**src/rtl/rv32i_pkg.sv**
```systemverilog
// Shared definitions for the rv32i_core multi-cycle RV32I processor.
package rv32i_pkg;

    // Major opcodes (instruction bits [6:0])
    localparam logic [6:0] OP     = 7'b0110011;
    localparam logic [6:0] OP_IMM = 7'b0010011;
    localparam logic [6:0] LOAD   = 7'b0000011;
    localparam logic [6:0] STORE  = 7'b0100011;
    localparam logic [6:0] BRANCH = 7'b1100011;
    localparam logic [6:0] JAL    = 7'b1101111;
    localparam logic [6:0] JALR   = 7'b1100111;
    localparam logic [6:0] LUI    = 7'b0110111;
    localparam logic [6:0] AUIPC  = 7'b0010111;

    // funct3 for OP / OP_IMM
    localparam logic [2:0] F3_ADD  = 3'b000;
    localparam logic [2:0] F3_SLL  = 3'b001;
    localparam logic [2:0] F3_SLT  = 3'b010;
    localparam logic [2:0] F3_SLTU = 3'b011;
    localparam logic [2:0] F3_XOR  = 3'b100;
    localparam logic [2:0] F3_SR   = 3'b101;
    localparam logic [2:0] F3_OR   = 3'b110;
    localparam logic [2:0] F3_AND  = 3'b111;

    // funct3 for BRANCH
    localparam logic [2:0] F3_BEQ  = 3'b000;
    localparam logic [2:0] F3_BNE  = 3'b001;
    localparam logic [2:0] F3_BLT  = 3'b100;
    localparam logic [2:0] F3_BGE  = 3'b101;
    localparam logic [2:0] F3_BLTU = 3'b110;
    localparam logic [2:0] F3_BGEU = 3'b111;

    // funct3 for word-sized LOAD / STORE (the only width supported)
    localparam logic [2:0] F3_W    = 3'b010;

    typedef enum logic [3:0] {
        ALU_ADD, ALU_SUB, ALU_SLL, ALU_SLT, ALU_SLTU,
        ALU_XOR, ALU_SRL, ALU_SRA, ALU_OR, ALU_AND
    } alu_op_t;

    typedef enum logic [1:0] {FETCH, EXEC, MEM, WB} state_t;

    // Map funct3 to an ALU operation; sub selects SUB over ADD, sra selects SRA over SRL
    function automatic alu_op_t alu_decode(input logic [2:0] funct3, input logic sub, input logic sra);
        case (funct3)
            F3_ADD:  return sub ? ALU_SUB : ALU_ADD;
            F3_SLL:  return ALU_SLL;
            F3_SLT:  return ALU_SLT;
            F3_SLTU: return ALU_SLTU;
            F3_XOR:  return ALU_XOR;
            F3_SR:   return sra ? ALU_SRA : ALU_SRL;
            F3_OR:   return ALU_OR;
            default: return ALU_AND;
        endcase
    endfunction

endpackage

```
**src/rtl/rv32i_regfile.sv**
```systemverilog
// 32x32 integer register file: two asynchronous read ports, one synchronous write port.
module rv32i_regfile
    import rv32i_pkg::*;
(
    input  logic        clk,
    input  logic        rst_n,
    input  logic [4:0]  rs1_addr,
    input  logic [4:0]  rs2_addr,
    output logic [31:0] rs1_data,
    output logic [31:0] rs2_data,
    input  logic        wr_en,
    input  logic [4:0]  rd_addr,
    input  logic [31:0] rd_data
);

    logic [31:0] regs [0:31];

    // Register write port; x0 is never written so it stays at its reset value of 0
    // NOTE: the whole array is cleared on reset because software may read any register before writing it;
    //       sequential state is always updated with <= so every register samples pre-edge values.
    always_ff @(posedge clk or negedge rst_n) begin
        if (!rst_n) begin
            for (int i = 0; i < 32; i++) regs[i] <= '0;
        end else if (wr_en && (rd_addr != 5'd0)) begin
            regs[rd_addr] <= rd_data;
        end
    end

    assign rs1_data = (rs1_addr == 5'd0) ? 32'd0 : regs[rs1_addr];
    assign rs2_data = (rs2_addr == 5'd0) ? 32'd0 : regs[rs2_addr];

endmodule

```
**src/rtl/rv32i_core.sv**
```systemverilog
// Multi-cycle RV32I core: FETCH -> EXEC -> (MEM) -> WB, separate fetch and data bus masters.
module rv32i_core
    import rv32i_pkg::*;
#(
    parameter logic [31:0] RESET_PC = 32'h0000_0000
) (
    input  logic        i_clk,
    input  logic        i_rst,
    input  logic [31:0] i_inst,
    output logic [31:0] o_addr,
    output logic        o_stb_inst,
    input  logic        i_ack,
    output logic        o_wb_stb_data,
    output logic        o_wb_cyc_data,
    output logic        o_wb_we_data,
    output logic [31:0] o_wb_addr_data,
    output logic [31:0] o_wb_data,
    input  logic        i_wb_ack_data,
    input  logic [31:0] i_wb_data
);

    state_t      state;
    logic [31:0] pc, ir, next_pc, result;
    logic        wr_rd;

    logic [6:0]  opcode;
    logic [2:0]  funct3;
    logic [31:0] imm_i, imm_s, imm_b, imm_u, imm_j;
    logic [31:0] rs1_data, rs2_data;

    assign opcode = ir[6:0];
    assign funct3 = ir[14:12];
    assign imm_i  = {{20{ir[31]}}, ir[31:20]};
    assign imm_s  = {{20{ir[31]}}, ir[31:25], ir[11:7]};
    assign imm_b  = {{19{ir[31]}}, ir[31], ir[7], ir[30:25], ir[11:8], 1'b0};
    assign imm_u  = {ir[31:12], 12'd0};
    assign imm_j  = {{11{ir[31]}}, ir[31], ir[19:12], ir[20], ir[30:21], 1'b0};

    rv32i_regfile u_regfile (
        .clk      (i_clk),
        .rst_n    (i_rst),
        .rs1_addr (ir[19:15]),
        .rs2_addr (ir[24:20]),
        .rs1_data (rs1_data),
        .rs2_data (rs2_data),
        .wr_en    ((state == WB) && wr_rd),
        .rd_addr  (ir[11:7]),
        .rd_data  (result)
    );

    alu_op_t     alu_op;
    logic [31:0] alu_b, alu_y;

    // ALU: rs1 against rs2 (OP) or immI (everything else)
    // NOTE: every always_comb output gets a default first so no path leaves it unassigned (no latches).
    always_comb begin
        alu_b  = (opcode == OP) ? rs2_data : imm_i;
        alu_op = alu_decode(funct3, (opcode == OP) && ir[30], ir[30]);
        alu_y  = '0;
        case (alu_op)
            ALU_ADD:  alu_y = rs1_data + alu_b;
            ALU_SUB:  alu_y = rs1_data - alu_b;
            ALU_SLL:  alu_y = rs1_data << alu_b[4:0];
            ALU_SLT:  alu_y = {31'd0, $signed(rs1_data) < $signed(alu_b)};
            ALU_SLTU: alu_y = {31'd0, rs1_data < alu_b};
            ALU_XOR:  alu_y = rs1_data ^ alu_b;
            ALU_SRL:  alu_y = rs1_data >> alu_b[4:0];
            ALU_SRA:  alu_y = $unsigned($signed(rs1_data) >>> alu_b[4:0]);
            ALU_OR:   alu_y = rs1_data | alu_b;
            ALU_AND:  alu_y = rs1_data & alu_b;
            default:  alu_y = '0;
        endcase
    end

    logic taken;

    // Branch comparator
    always_comb begin
        taken = 1'b0;
        case (funct3)
            F3_BEQ:  taken = (rs1_data == rs2_data);
            F3_BNE:  taken = (rs1_data != rs2_data);
            F3_BLT:  taken = ($signed(rs1_data) <  $signed(rs2_data));
            F3_BGE:  taken = ($signed(rs1_data) >= $signed(rs2_data));
            F3_BLTU: taken = (rs1_data <  rs2_data);
            F3_BGEU: taken = (rs1_data >= rs2_data);
            default: taken = 1'b0;
        endcase
    end

    logic [31:0] pc_plus4, ex_next_pc, ex_result, ex_addr;
    logic        ex_wr, ex_mem, ex_store;

    // Instruction decode: writeback value, next PC and memory request; unknown opcodes fall through as NOP
    always_comb begin
        pc_plus4   = pc + 32'd4;
        ex_next_pc = pc_plus4;
        ex_result  = alu_y;
        ex_addr    = rs1_data + imm_i;
        ex_wr      = 1'b0;
        ex_mem     = 1'b0;
        ex_store   = 1'b0;
        case (opcode)
            OP, OP_IMM: ex_wr = 1'b1;
            LUI: begin
                ex_result = imm_u;
                ex_wr     = 1'b1;
            end
            AUIPC: begin
                ex_result = pc + imm_u;
                ex_wr     = 1'b1;
            end
            JAL: begin
                ex_result  = pc_plus4;
                ex_next_pc = pc + imm_j;
                ex_wr      = 1'b1;
            end
            JALR: begin
                ex_result  = pc_plus4;
                ex_next_pc = (rs1_data + imm_i) & ~32'd1;
                ex_wr      = 1'b1;
            end
            BRANCH: if (taken) ex_next_pc = pc + imm_b;
            LOAD: if (funct3 == F3_W) begin
                ex_mem = 1'b1;
                ex_wr  = 1'b1;
            end
            STORE: if (funct3 == F3_W) begin
                ex_mem   = 1'b1;
                ex_store = 1'b1;
                ex_addr  = rs1_data + imm_s;
            end
            default: ;
        endcase
    end

    // Control FSM with registered bus outputs
    always_ff @(posedge i_clk or negedge i_rst) begin
        if (!i_rst) begin
            state          <= FETCH;
            pc             <= RESET_PC;
            ir             <= '0;
            next_pc        <= RESET_PC;
            result         <= '0;
            wr_rd          <= 1'b0;
            o_stb_inst     <= 1'b0;
            o_wb_stb_data  <= 1'b0;
            o_wb_we_data   <= 1'b0;
            o_wb_addr_data <= '0;
            o_wb_data      <= '0;
        end else begin
            case (state)
                FETCH: begin
                    if (o_stb_inst && i_ack) begin
                        ir         <= i_inst;
                        o_stb_inst <= 1'b0;
                        state      <= EXEC;
                    end else begin
                        o_stb_inst <= 1'b1;
                    end
                end
                EXEC: begin
                    next_pc <= ex_next_pc;
                    result  <= ex_result;
                    wr_rd   <= ex_wr;
                    if (ex_mem) begin
                        o_wb_stb_data  <= 1'b1;
                        o_wb_we_data   <= ex_store;
                        o_wb_addr_data <= ex_addr;
                        o_wb_data      <= rs2_data;
                        state          <= MEM;
                    end else begin
                        state <= WB;
                    end
                end
                MEM: begin
                    if (i_wb_ack_data) begin
                        if (!o_wb_we_data) result <= i_wb_data;
                        o_wb_stb_data <= 1'b0;
                        state         <= WB;
                    end
                end
                WB: begin
                    pc    <= next_pc;
                    state <= FETCH;
                end
                default: state <= FETCH;
            endcase
        end
    end

    assign o_addr        = pc;
    assign o_wb_cyc_data = o_wb_stb_data;

endmodule

```
**config.mk**
```make
export PLATFORM = sky130hd
export DESIGN_NAME = rv32i_core
export DESIGN_NICKNAME = d
export VERILOG_FILES = /design/src/rtl/rv32i_pkg.sv /design/src/rtl/rv32i_regfile.sv /design/src/rtl/rv32i_core.sv
export SDC_FILE = /design/constraint.sdc
export NUM_CORES = 2
export LEC_CHECK = 0
export BUFFER_PORTS_ARGS = -buffer_cell sky130_fd_sc_hd__clkbuf_2
export CORE_ASPECT_RATIO = 1.1
export CORE_MARGIN = 1
export CORE_UTILIZATION = 35
export DETAILED_ROUTE_END_ITERATION = 10
export PLACE_DENSITY = 0.54
export SLEW_MARGIN = 30
export SYNTH_ARGS = -nofsm -noshare
export SYNTH_HDL_FRONTEND = slang
export SYNTH_SLANG_ARGS = --single-unit
export TNS_END_PERCENT = 50
```
**constraint.sdc**
```tcl
create_clock -name i_clk -period 6.54 [get_ports i_clk]
set_clock_uncertainty 0.05 [all_clocks]
set_input_delay 0.327 -clock i_clk [delete_from_list [all_inputs] [get_ports i_clk]]
set_output_delay 0.327 -clock i_clk [all_outputs]
set_load 0.02 [all_outputs]
```
==> metrics.txt <==
Min-Delay Path Class=primary input to register; Clock Power Share=approximately 17%; total leakage power=between 40 and 50 nW; syn nets=~7700; synthesized area per cell=10.9 um^2; dpl ws=-0.138 ns; most instantiated cells after synthesis=dfrtp_1, mux2_2, mux2i_1; global-route wire length before repair=approximately 500 mm; CP Capture Type=register; switching pwr=between 20 and 30 mW; CTS tree=done; die width=approximately 460 um; Vias=66900; Min-Delay Path Depth=4; share of the synthesized area in the top cell type=between 30% and 40%; endpoints failing hold=0; Sink Count=approximately 1200; main flop type after synthesis=dfrtp_1; Post-Synthesis Cells=7361; post-synth top area cell=dfrtp_1; Max FO, Critical Path=32; Synth Cell Area=around 81000 um^2; Max Clk Rate=between 150 and 200 MHz; final cell area excluding filler cells=91900 um^2; Yosys cell types=slightly above 100; worst r2r src=ir[16]; top-count cell post-synth=dfrtp_1; Top Ports=approximately 170; clk slew on worst S/H paths=~0.070 ns; fin crit share=98.2%; Max Buffers Root-to-Sink=3; total gr overflow=0; effective utilization at floorplan=between 30% and 40%; H-Tree Level Count=4; max layer used=met4; Die Span Y=505 um; Post-synth EDFFs=0; Final Wtd Congestion=a little over 1; detailed-route wire length per cell=33.3 um; async set or reset register ratio after synthesis=100%; Slew Limit Fails=0; initial antenna violation count=19; gr usage total=a little under a third; met2 WL=about 160 mm; Clk Latency, worst-skew pair=~0.85 ns; final worst path period need=around 6.4 ns; register area share after synthesis=a little under two fifths; slack of the critical path=0.118 ns; dpl hpwl=249 mm; status=completed; Antenna Violating Nets Remaining=0; CP startpoint kind=register; number of global-route vias before repair=66600; #FFs+latches synth=approximately 1200; metal3 WL=around 26 mm; clock buffer count from CTS=about 140; Power Density=553 nW/um^2; residual DRC count=0; Int Power=around 25 mW; met1 wire length=between 100 and 150 mm; Root Buffer=clkbuf_16; Synthesis Warnings=0; CP Data Required Time=between 7 and 8 ns; RSZ-0062 raised after global routing=yes; Final setup viols=0; area grow syn2layout=14.2%; first-pass iteration count of the detailed router=6; Peak VDD IR=roughly 0.33 mV; Port Buf Inserts=167; Max-Cap Viols=0; row cnt=between 150 and 200; vias per inst=between 6 and 7; Reg power frac=20.6%; Die Area=232000 um^2; depth of the worst register-to-register path=22; Post-DP Area=~86000 um^2; Worst Tran Pin Value=1.09 ns; hold_sp=i_wb_data[16]; core region area=about 230000 um^2; iteration-0 DRC count of the detailed router=7507; fillcell total=roughly 22000; kind of critical path=register to register; top post-synthesis cells by area=dfrtp_1, mux2_2, mux4_2, mux2i_1, ha_1; Worst Path Arrival=7.05 ns; final net count=7775; CP startpoint=ir[16]; Sw Ratio=50.7%; Rel. slew slack=a little over a quarter; largest net degree at the start of global routing=177; Comb pwr share=a little over three fifths; drt total wl=~350 mm; fraction of layout instances using a drive strength above 1=approximately a third
-- layout make-up --
| class | instances | area (um^2) | area share [%] |
|---|---|---|---|
| Antenna cell | 13 | 32.5 | 0.0354 |
| Clock buffer | 188 | 4000 | 4.35 |
| Clock inverter | 62 | 882 | 0.959 |
| Inverter | 158 | 597 | 0.649 |
| Multi-Input combinational cell | 5314 | 46700 | 50.8 |
| Sequential cell | 1222 | 30600 | 33.3 |
| Tap cell | 3069 | 3840 | 4.18 |
| Timing Repair Buffer | 641 | 5280 | 5.74 |
-- routing by layer --
metal | vias up | global-route usage [%]
met5 | - | 0
met4 | 0 | 19.0
met3 | 899 | 4.93
met2 | 3482 | 47.8
met1 | 34600 | 37.8
li1 | 27900 | -
-- power by group through the flow --
stage / logic [mW] / clock network, mW / registers, mW
finish: 31.8 / 8.52 / 10.5
global route: 33.2 / 8.92 / 10.6
CTS: 31.0 / 8.64 / 10.5
detailed placement: 30.8 / 0 / 10.6
global placement: 30.9 / 0 / 10.5
floorplan: 18.9 / 0 / 9.83
-- logic make-up after synthesis --
kind of cell | after synthesis | share of synthesized area, %
flip-flops | 1222 | 38.0
XOR/XNOR | 174 | 1.89
adder cells (fa/ha/maj) | 231 | 3.66
AND/OR/NAND/NOR | 1313 | 7.62
multiplexers | 1929 | 31.0
buffers and inverters | 825 | 4.40
AO/OA/AOI/OAI | 1667 | 13.5
-- sequential cells by signal (all words and copies together), names as in the netlist --
signal          cells
o_wb_addr_data     32
o_addr             32
state               2
result             32
next_pc            32
o_wb_cyc_data       1
o_wb_we_data        1
wr_rd               1
u_regfile.regs   1024
o_stb_inst          1
ir                 32
o_wb_data          32
-- cell usage in the layout, fill, tap and decap left out, types with 143 or more instances in the layout --
| master | Yosys | final |
|---|---|---|
| dfrtp_1 | 1222 | 1196 |
| mux4_2 | 331 | 331 |
| o21ai_0 | 380 | 374 |
| mux2i_1 | 474 | 474 |
| nor2_1 | 337 | 320 |
| buf_4 | 36 | 367 |
| nor3_1 | 153 | 149 |
| inv_1 | 146 | 144 |
| nand2_1 | 421 | 403 |
| clkbuf_16 | 0 | 143 |
| ha_1 | 224 | 223 |
| mux2_2 | 1117 | 1117 |
| o221ai_1 | 144 | 143 |
| a21oi_1 | 429 | 428 |
| clkbuf_2 | 0 | 166 |
-- path summary, 6_finish.rpt --
path | end | slack [ns]
min reg2reg | u_regfile.regs[1012] | 0.35
min in group asynchronous | o_addr[21] | 0.46
max | next_pc[16] | 0.12
max reg2reg | next_pc[16] | 0.12
min | result[16] | 0.07
max in group asynchronous | u_regfile.regs[89] | 4.04
-- stage by stage --
step,cells,power [mW],utilization [%],TNS (ns),hold slack [ns]
2_1_floorplan,7361,28.7,-,0,-0.0186
6_report,10700,50.8,40.2,0,0.0729
3_5_place_dp,10300,41.4,37.7,-0.476,0.336
4_1_cts,10600,50.1,40.1,0,0.00152
5_1_grt,10700,52.7,40.2,-0.00955,0.0668
3_3_place_gp,10300,41.4,37.6,-1.48,0.330
-- repair_timing --
action / in CTS / in global routing
endpoints found under the setup margin: 7 / 12
hold endpoints to repair: 166 / 25
hold buffers: 53 / 1
resized for setup: 4 / 5
buffers inserted: 0 / 2
-- worst max-delay path: stages (launching register included) --
cell and delay [ns]:
dfrtp_4 0.56, buf_12 0.19, buf_12 0.28, buf_4 0.37
mux4_1 0.66, mux4_2 0.54, nand2_1 0.10, a21o_1 0.22
inv_1 0.09, ha_1 0.31, nand3_1 0.19, nor4_4 0.49
buf_4 0.19, nand4_1 0.12, xor2_1 0.16, nor2_1 0.06
o221a_2 0.31, nand3_2 0.21, buf_12 0.25, buf_4 0.19
mux2i_1 0.38, a22o_1 0.18, a31oi_1 0.08
Power figures use the tool's default switching activity.
